File: config.mk
export PLATFORM = sky130hd
export DESIGN_NAME = mux4_rr_sched
export DESIGN_NICKNAME = d
export VERILOG_FILES = /design/src/rtl/mux4_sched_pkg.sv /design/src/rtl/rr_pick4.sv /design/src/rtl/mux4_rr_sched.sv
export SDC_FILE = /design/constraint.sdc
export NUM_CORES = 1
export LEC_CHECK = 0
export CAP_MARGIN = 20
export CORE_MARGIN = 3
export CORE_UTILIZATION = 25
export CTS_CLUSTER_SIZE = 16
export DETAILED_ROUTE_END_ITERATION = 16
export PLACE_DENSITY = 0.45
export SYNTH_ARGS = -nofsm -noshare
export SYNTH_HDL_FRONTEND = slang
export SYNTH_HIERARCHICAL = 1
export SYNTH_SLANG_ARGS = --single-unit
File: constraint.sdc
create_clock -name clk -period 6.85 [get_ports clk]
set_clock_uncertainty 0.1 [all_clocks]
set_input_delay 2.055 -clock clk [delete_from_list [all_inputs] [get_ports clk]]
set_output_delay 2.055 -clock clk [all_outputs]
set_load 0.05 [all_outputs]
File: src/rtl/mux4_sched_pkg.sv
// Shared definitions for the 4:1 mux round-robin scheduler.
//   state_e       : scheduler FSM states (2-bit encoding)
//   IDX_A..IDX_D  : mux input indices, which are also requester indices
//   onehot4()     : index to one-hot grant vector
package mux4_sched_pkg;

    typedef enum logic [1:0] {
        IDLE   = 2'd0,
        SETTLE = 2'd1,
        GRANT  = 2'd2
    } state_e;

    localparam logic [1:0] IDX_A = 2'd0;
    localparam logic [1:0] IDX_B = 2'd1;
    localparam logic [1:0] IDX_C = 2'd2;
    localparam logic [1:0] IDX_D = 2'd3;

    function automatic logic [3:0] onehot4(input logic [1:0] idx);
        onehot4 = 4'b0001 << idx;
    endfunction

endpackage

File: src/rtl/rr_pick4.sv
// Combinational round-robin picker over four requesters.
// Searches ptr, ptr+1, ... (mod 4) and returns the first index whose
// request and mask bits are both set.
//   req  in  4  request vector
//   mask in  4  eligibility mask
//   ptr  in  2  highest-priority index
//   idx  out 2  chosen index (0 when nothing is eligible)
//   any  out 1  at least one eligible requester
module rr_pick4 (
    input  logic [3:0] req,
    input  logic [3:0] mask,
    input  logic [1:0] ptr,
    output logic [1:0] idx,
    output logic       any
);

    logic [1:0] cand;

    always_comb begin
        idx  = 2'd0;
        any  = 1'b0;
        cand = 2'd0;
        for (int i = 0; i < 4; i++) begin
            // 2-bit addition wraps naturally past index 3.
            cand = ptr + 2'(i);
            if (!any && req[cand] && mask[cand]) begin
                idx = cand;
                any = 1'b1;
            end
        end
    end

endmodule

File: src/rtl/mux4_rr_sched.sv
// Round-robin scheduler sharing one 4:1 transmission-gate mux among four
// requesters (mux inputs A,B,C,D = requesters 0..3). It drives the mux select,
// waits for the mux to settle after every select change, then issues a one-hot
// grant with a valid strobe. A holder is preempted after MAX_HOLD grant cycles
// if someone else is waiting.
//   clk       in  1  clock, rising edge
//   rst_n     in  1  asynchronous active-low reset
//   req       in  4  request per mux input
//   sel       out 2  mux select {S1,S0}
//   gnt       out 4  one-hot grant, aligned with sel
//   out_valid out 1  mux output settled and owned by the granted requester
module mux4_rr_sched #(
    parameter int unsigned SETTLE_CYC = 2,   // 1..15
    parameter int unsigned MAX_HOLD   = 16   // 2..255
) (
    input  logic       clk,
    input  logic       rst_n,
    input  logic [3:0] req,
    output logic [1:0] sel,
    output logic [3:0] gnt,
    output logic       out_valid
);

    import mux4_sched_pkg::*;

    // Settle load when leaving IDLE or re-picking after a withdrawn request.
    localparam logic [3:0] SettleLoad = 4'(SETTLE_CYC - 1);
    // Handover from a grant adds one dead cycle ahead of the settle window.
    localparam logic [3:0] SettleHandover = 4'(SETTLE_CYC);
    localparam logic [7:0] HoldMax = 8'(MAX_HOLD - 1);

    state_e     state_q, state_d;
    logic [1:0] sel_q, sel_d;
    logic [3:0] gnt_q, gnt_d;
    logic       valid_q, valid_d;
    logic [1:0] ptr_q, ptr_d;
    logic [3:0] settle_q, settle_d;
    logic [7:0] hold_q, hold_d;

    logic [3:0] pick_mask;
    logic [1:0] pick_ptr;
    logic [1:0] pick_idx;
    logic       pick_any;
    logic       others;

    // One picker serves every state: from IDLE the search starts at ptr; after
    // a grant or a withdrawal it starts just past the current select, and a
    // departing holder is masked out so it cannot win its own handover.
    always_comb begin
        pick_ptr  = (state_q == IDLE) ? ptr_q : sel_q + 2'd1;
        pick_mask = (state_q == GRANT) ? ~onehot4(sel_q) : 4'hf;
    end

    rr_pick4 u_pick (
        .req  (req),
        .mask (pick_mask),
        .ptr  (pick_ptr),
        .idx  (pick_idx),
        .any  (pick_any)
    );

    assign others = |(req & ~onehot4(sel_q));

    always_comb begin
        state_d  = state_q;
        sel_d    = sel_q;
        gnt_d    = gnt_q;
        valid_d  = valid_q;
        ptr_d    = ptr_q;
        settle_d = settle_q;
        hold_d   = hold_q;

        unique case (state_q)
            IDLE: begin
                if (pick_any) begin
                    sel_d    = pick_idx;
                    settle_d = SettleLoad;
                    state_d  = SETTLE;
                end
            end

            SETTLE: begin
                if (settle_q != 4'd0) begin
                    settle_d = settle_q - 4'd1;
                end else if (req[sel_q]) begin
                    gnt_d   = onehot4(sel_q);
                    valid_d = 1'b1;
                    hold_d  = 8'd0;
                    state_d = GRANT;
                end else begin
                    // Request withdrawn before the grant: skip it, no pulse.
                    ptr_d = sel_q + 2'd1;
                    if (pick_any) begin
                        sel_d    = pick_idx;
                        settle_d = SettleLoad;
                    end else begin
                        state_d = IDLE;
                    end
                end
            end

            GRANT: begin
                // Release wins over preempt; both take the same path.
                if (!req[sel_q] || (hold_q == HoldMax && others)) begin
                    gnt_d   = 4'd0;
                    valid_d = 1'b0;
                    ptr_d   = sel_q + 2'd1;
                    if (pick_any) begin
                        sel_d    = pick_idx;
                        settle_d = SettleHandover;
                        state_d  = SETTLE;
                    end else begin
                        state_d = IDLE;
                    end
                end else if (hold_q != HoldMax) begin
                    hold_d = hold_q + 8'd1;
                end
            end

            default: begin
                state_d = IDLE;
                gnt_d   = 4'd0;
                valid_d = 1'b0;
            end
        endcase
    end

    always_ff @(posedge clk or negedge rst_n) begin
        if (!rst_n) begin
            state_q  <= IDLE;
            sel_q    <= IDX_A;
            gnt_q    <= 4'd0;
            valid_q  <= 1'b0;
            ptr_q    <= IDX_A;
            settle_q <= 4'd0;
            hold_q   <= 8'd0;
        end else begin
            state_q  <= state_d;
            sel_q    <= sel_d;
            gnt_q    <= gnt_d;
            valid_q  <= valid_d;
            ptr_q    <= ptr_d;
            settle_q <= settle_d;
            hold_q   <= hold_d;
        end
    end

    assign sel       = sel_q;
    assign gnt       = gnt_q;
    assign out_valid = valid_q;

endmodule

==> metrics.yaml <==
outcome:
  run_status: "finished clean"
worst_setup_path:
  worst-path-buf-inv: 2
  critPathKind: "in2reg"
  r2r_end: "state_q[0]"
  timing.critical_path.from_type: "input pin"
  worst-endpoint-required_ps: 6910
  worst_path_max_delay_cell: "clkdlybuf4s50_1"
  critical_path.reg2reg.startpoint: "state_q[0]"
  path_delay_family: "compound AO/OA/AOI/OAI gates"
  worst-r2r-cell-count: 10
  slack_of_the_worst_reg_to_reg_path_ps: 3960
  sort_of_element_at_the_end_of_the_critical_path: "register"
  worst_ep_arrival_time_ps: 4210
  timing.critical_path.mode_cell: "a21oi_1"
  timing.critical_path.cells: "clkdlybuf4s50_1 -> and2_1 -> a21oi_1 -> nand3_1 -> inv_1 -> a21oi_1 -> nand2_2 -> a211o_1 -> a221o_1"
  timing.critical_path.slowest_cell_delay_ps: 510
  worst-path-max-fanout: 5
sta:
  final-setup-viol-count: 0
  period_needed_ps: 4150
  timing.final.hold_violations: 0
  worst_pin_slew_ps: 610
  setup_ws_post_layout_ps: 2700
  timing.setup.tns_ps: 0
  slew_headroom_pct: 59.2
  fmax_ghz: 0.241
  rsz0062_at_grt: "false"
  finalMaxSlewViolations: 0
  min_period_over_period_pct: 60.6
floorplanning:
  die_area_mm2: 0.00731
  die_height_um: 85.5
  ios: 13
  row_count: 28
  start_util_pct: 26.2
  dieWidth_um: 85.5
  design.core.area_mm2: 0.00603
global_route:
  groute.layer.met2.usage_pct: 17.6
  grt_max_degree: 24
  grt_first_pass_wirelength_mm: 6.41
  grt_util_met1_pct: 14.0
  number_of_antenna_violations_at_the_first_check_in_global_routing: 0
  grt_overflow: 0
  first_global_vias: 1334
  use_met3_pct: 2.02
  grt_busiest_layer: "met2"
  groute.usage.overall_pct: 10.6
clocking:
  clkSinkCount: 23
  tritoncts: "done"
  root_cell_of_the_clock_tree: "clkbuf_8"
  cts-root-to-sink-buffers: 2
  ctsHoldBuffers: 0
  register_clock_pin_slew_on_the_reported_worst_setup_and_hold_paths_ps: 90
  cts.repair.resized: 0
  clk_latency_ps: 270
  post_cts_buffers: 0
  htree_levels: 1
  tritoncts.num_buffers: 3
routing:
  drc_violation_count_after_routing: 0
  dr.pass1.iters: 4
  route.antenna.remaining_nets: 0
  viasPerCell: 5.04
  wl_per_cell_um: 13.9
  routed_wirelength_mm: 3.56
  vias: 1294
  dr.first_iter.drc_count: 53
synthesis:
  seq_area_frac_synth_pct: 36.4
  syn-mean-instance-area_um2: 9.41
  ys_top_cells_by_area: "dfrtp_1 (36%), ha_1 (8.7%), mux2_2 (5.0%)"
  mappedNetlistArea_mm2: 0.00158
  synth-seq-cells: 23
  synthesis.nets: 185
  yosys_warnings: 6
  synth_largest_area_cell: "dfrtp_1"
  post_synth_edffs: 0
  synthDistinctLibCells: 42
  synth_largest_type_area_fraction_pct: 36.4
  ys.flop_type: "dfrtp_1"
  postSynthCellCount: 168
  synth_async_sr_flop_share_pct: 100
finish:
  multi_input_area_um2: 948
  mostFrequentLayoutCells: "dfrtp_1 (23), nand2_1 (17), inv_1 (12), clkdlybuf4s50_1 (12)"
  final_layout_size_suffix_gt1_share_pct: 12.1
  final_nets: 200
  layout.core_utilization_pct: 30.5
  register_area_um2: 576
  areaGrowthSynthToFinish_pct: 16.2
  antenna_cells_inserted: 0
  final_common_cell: "dfrtp_1"
  finish.cell_count_without_fillers: 257
  fillers: 652
hold_path:
  min_delay_worst_endpoint: "ptr_q[1]"
  hold_path.class: "reg2reg"
  worstHoldPathCells: 1
  hold_sp: "ptr_q[1]"
run:
  drv.max_cap_violation_count: 0
placement:
  port_buf_inserts: 12
  place_inst: 253
  dp_slack_ps: 2460
  dp.final_hpwl_mm: 2.69
  final_weighted_congestion_in_routability_driven_placement: 0.870
pwr:
  p_leak_nw: 0.772
  total_power_uw: 763
  pwr_density_cell_mw_per_mm2: 416
  max-vdd-ir-drop_uv: 286
## area by class of cell
type / instances / share of cell area (%)
Clock buffer: 4 / 2.45
Tap cell: 75 / 5.11
Multi-Input combinational cell: 130 / 51.7
Timing Repair Buffer: 13 / 6.95
Inverter: 12 / 2.45
Sequential cell: 23 / 31.4
## state kept, by name, indices dropped and copies added, names as in the netlist
signal / flops
gnt: 4
state_q: 2
sel: 2
ptr_q: 2
settle_q: 4
out_valid: 1
hold_q: 8
## per-layer routing
metal | vias up | routed length (um) | part of all wire, %
li1 | 641 | - | -
met1 | 628 | 1710 | 48
met2 | 23 | 1730 | 48
met3 | 2 | 108 | 3.0
met4 | 0 | 21 | 0.59
met5 | - | 0 | 0
## stage by stage
stage	hold WS, ps	area [um2]
6_report	413	1840
5_1_grt	424	1840
4_1_cts	413	1840
3_5_place_dp	392	1790
3_3_place_gp	394	1790
2_1_floorplan	374	1580
## cells by family after synthesis
family,share of synthesized area (%)
XOR/XNOR,2.77
AND/OR/NAND/NOR,23.1
adder cells (fa/ha/maj),8.71
buffers and inverters,3.56
flip-flops,36.4
multiplexers,6.41
AO/OA/AOI/OAI,19.0
## report_power, final
| part | total [mW] | internal, mW | switching, mW | leakage (nW) |
|---|---|---|---|---|
| clock | 0.0888 | 0.0416 | 0.0472 | 0.0228 |
| sequential | 0.207 | 0.172 | 0.0355 | 0.305 |
| combinational | 0.467 | 0.188 | 0.278 | 0.444 |
| total | 0.763 | 0.402 | 0.361 | 0.772 |
## synth_stat cells, drive strengths merged, types with 2 or more instances
library cell,n
dfrtp,23
nand2,19
inv,12
ha,11
nor2,11
a21oi,8
nand3,8
o21ai,8
mux2,7
nor3,7
xnor2,5
a22o,4
nor2b,4
nor3b,4
clkbuf,3
a211o,2
a211oi,2
a221o,2
and2,2
nor4,2
o211ai,2
o22ai,2
o31ai,2
## how the worst max path moves through the flow
stage,startpoint,end,depth (start not counted)
2_1_floorplan,req[3],settle_q[3],8
3_3_place_gp,req[3],settle_q[3],9
3_5_place_dp,req[3],settle_q[3],9
4_1_cts,req[3],settle_q[3],9
5_1_grt,req[3],settle_q[3],9
6_report,req[3],settle_q[3],9
(Power assumes the default switching activity.)
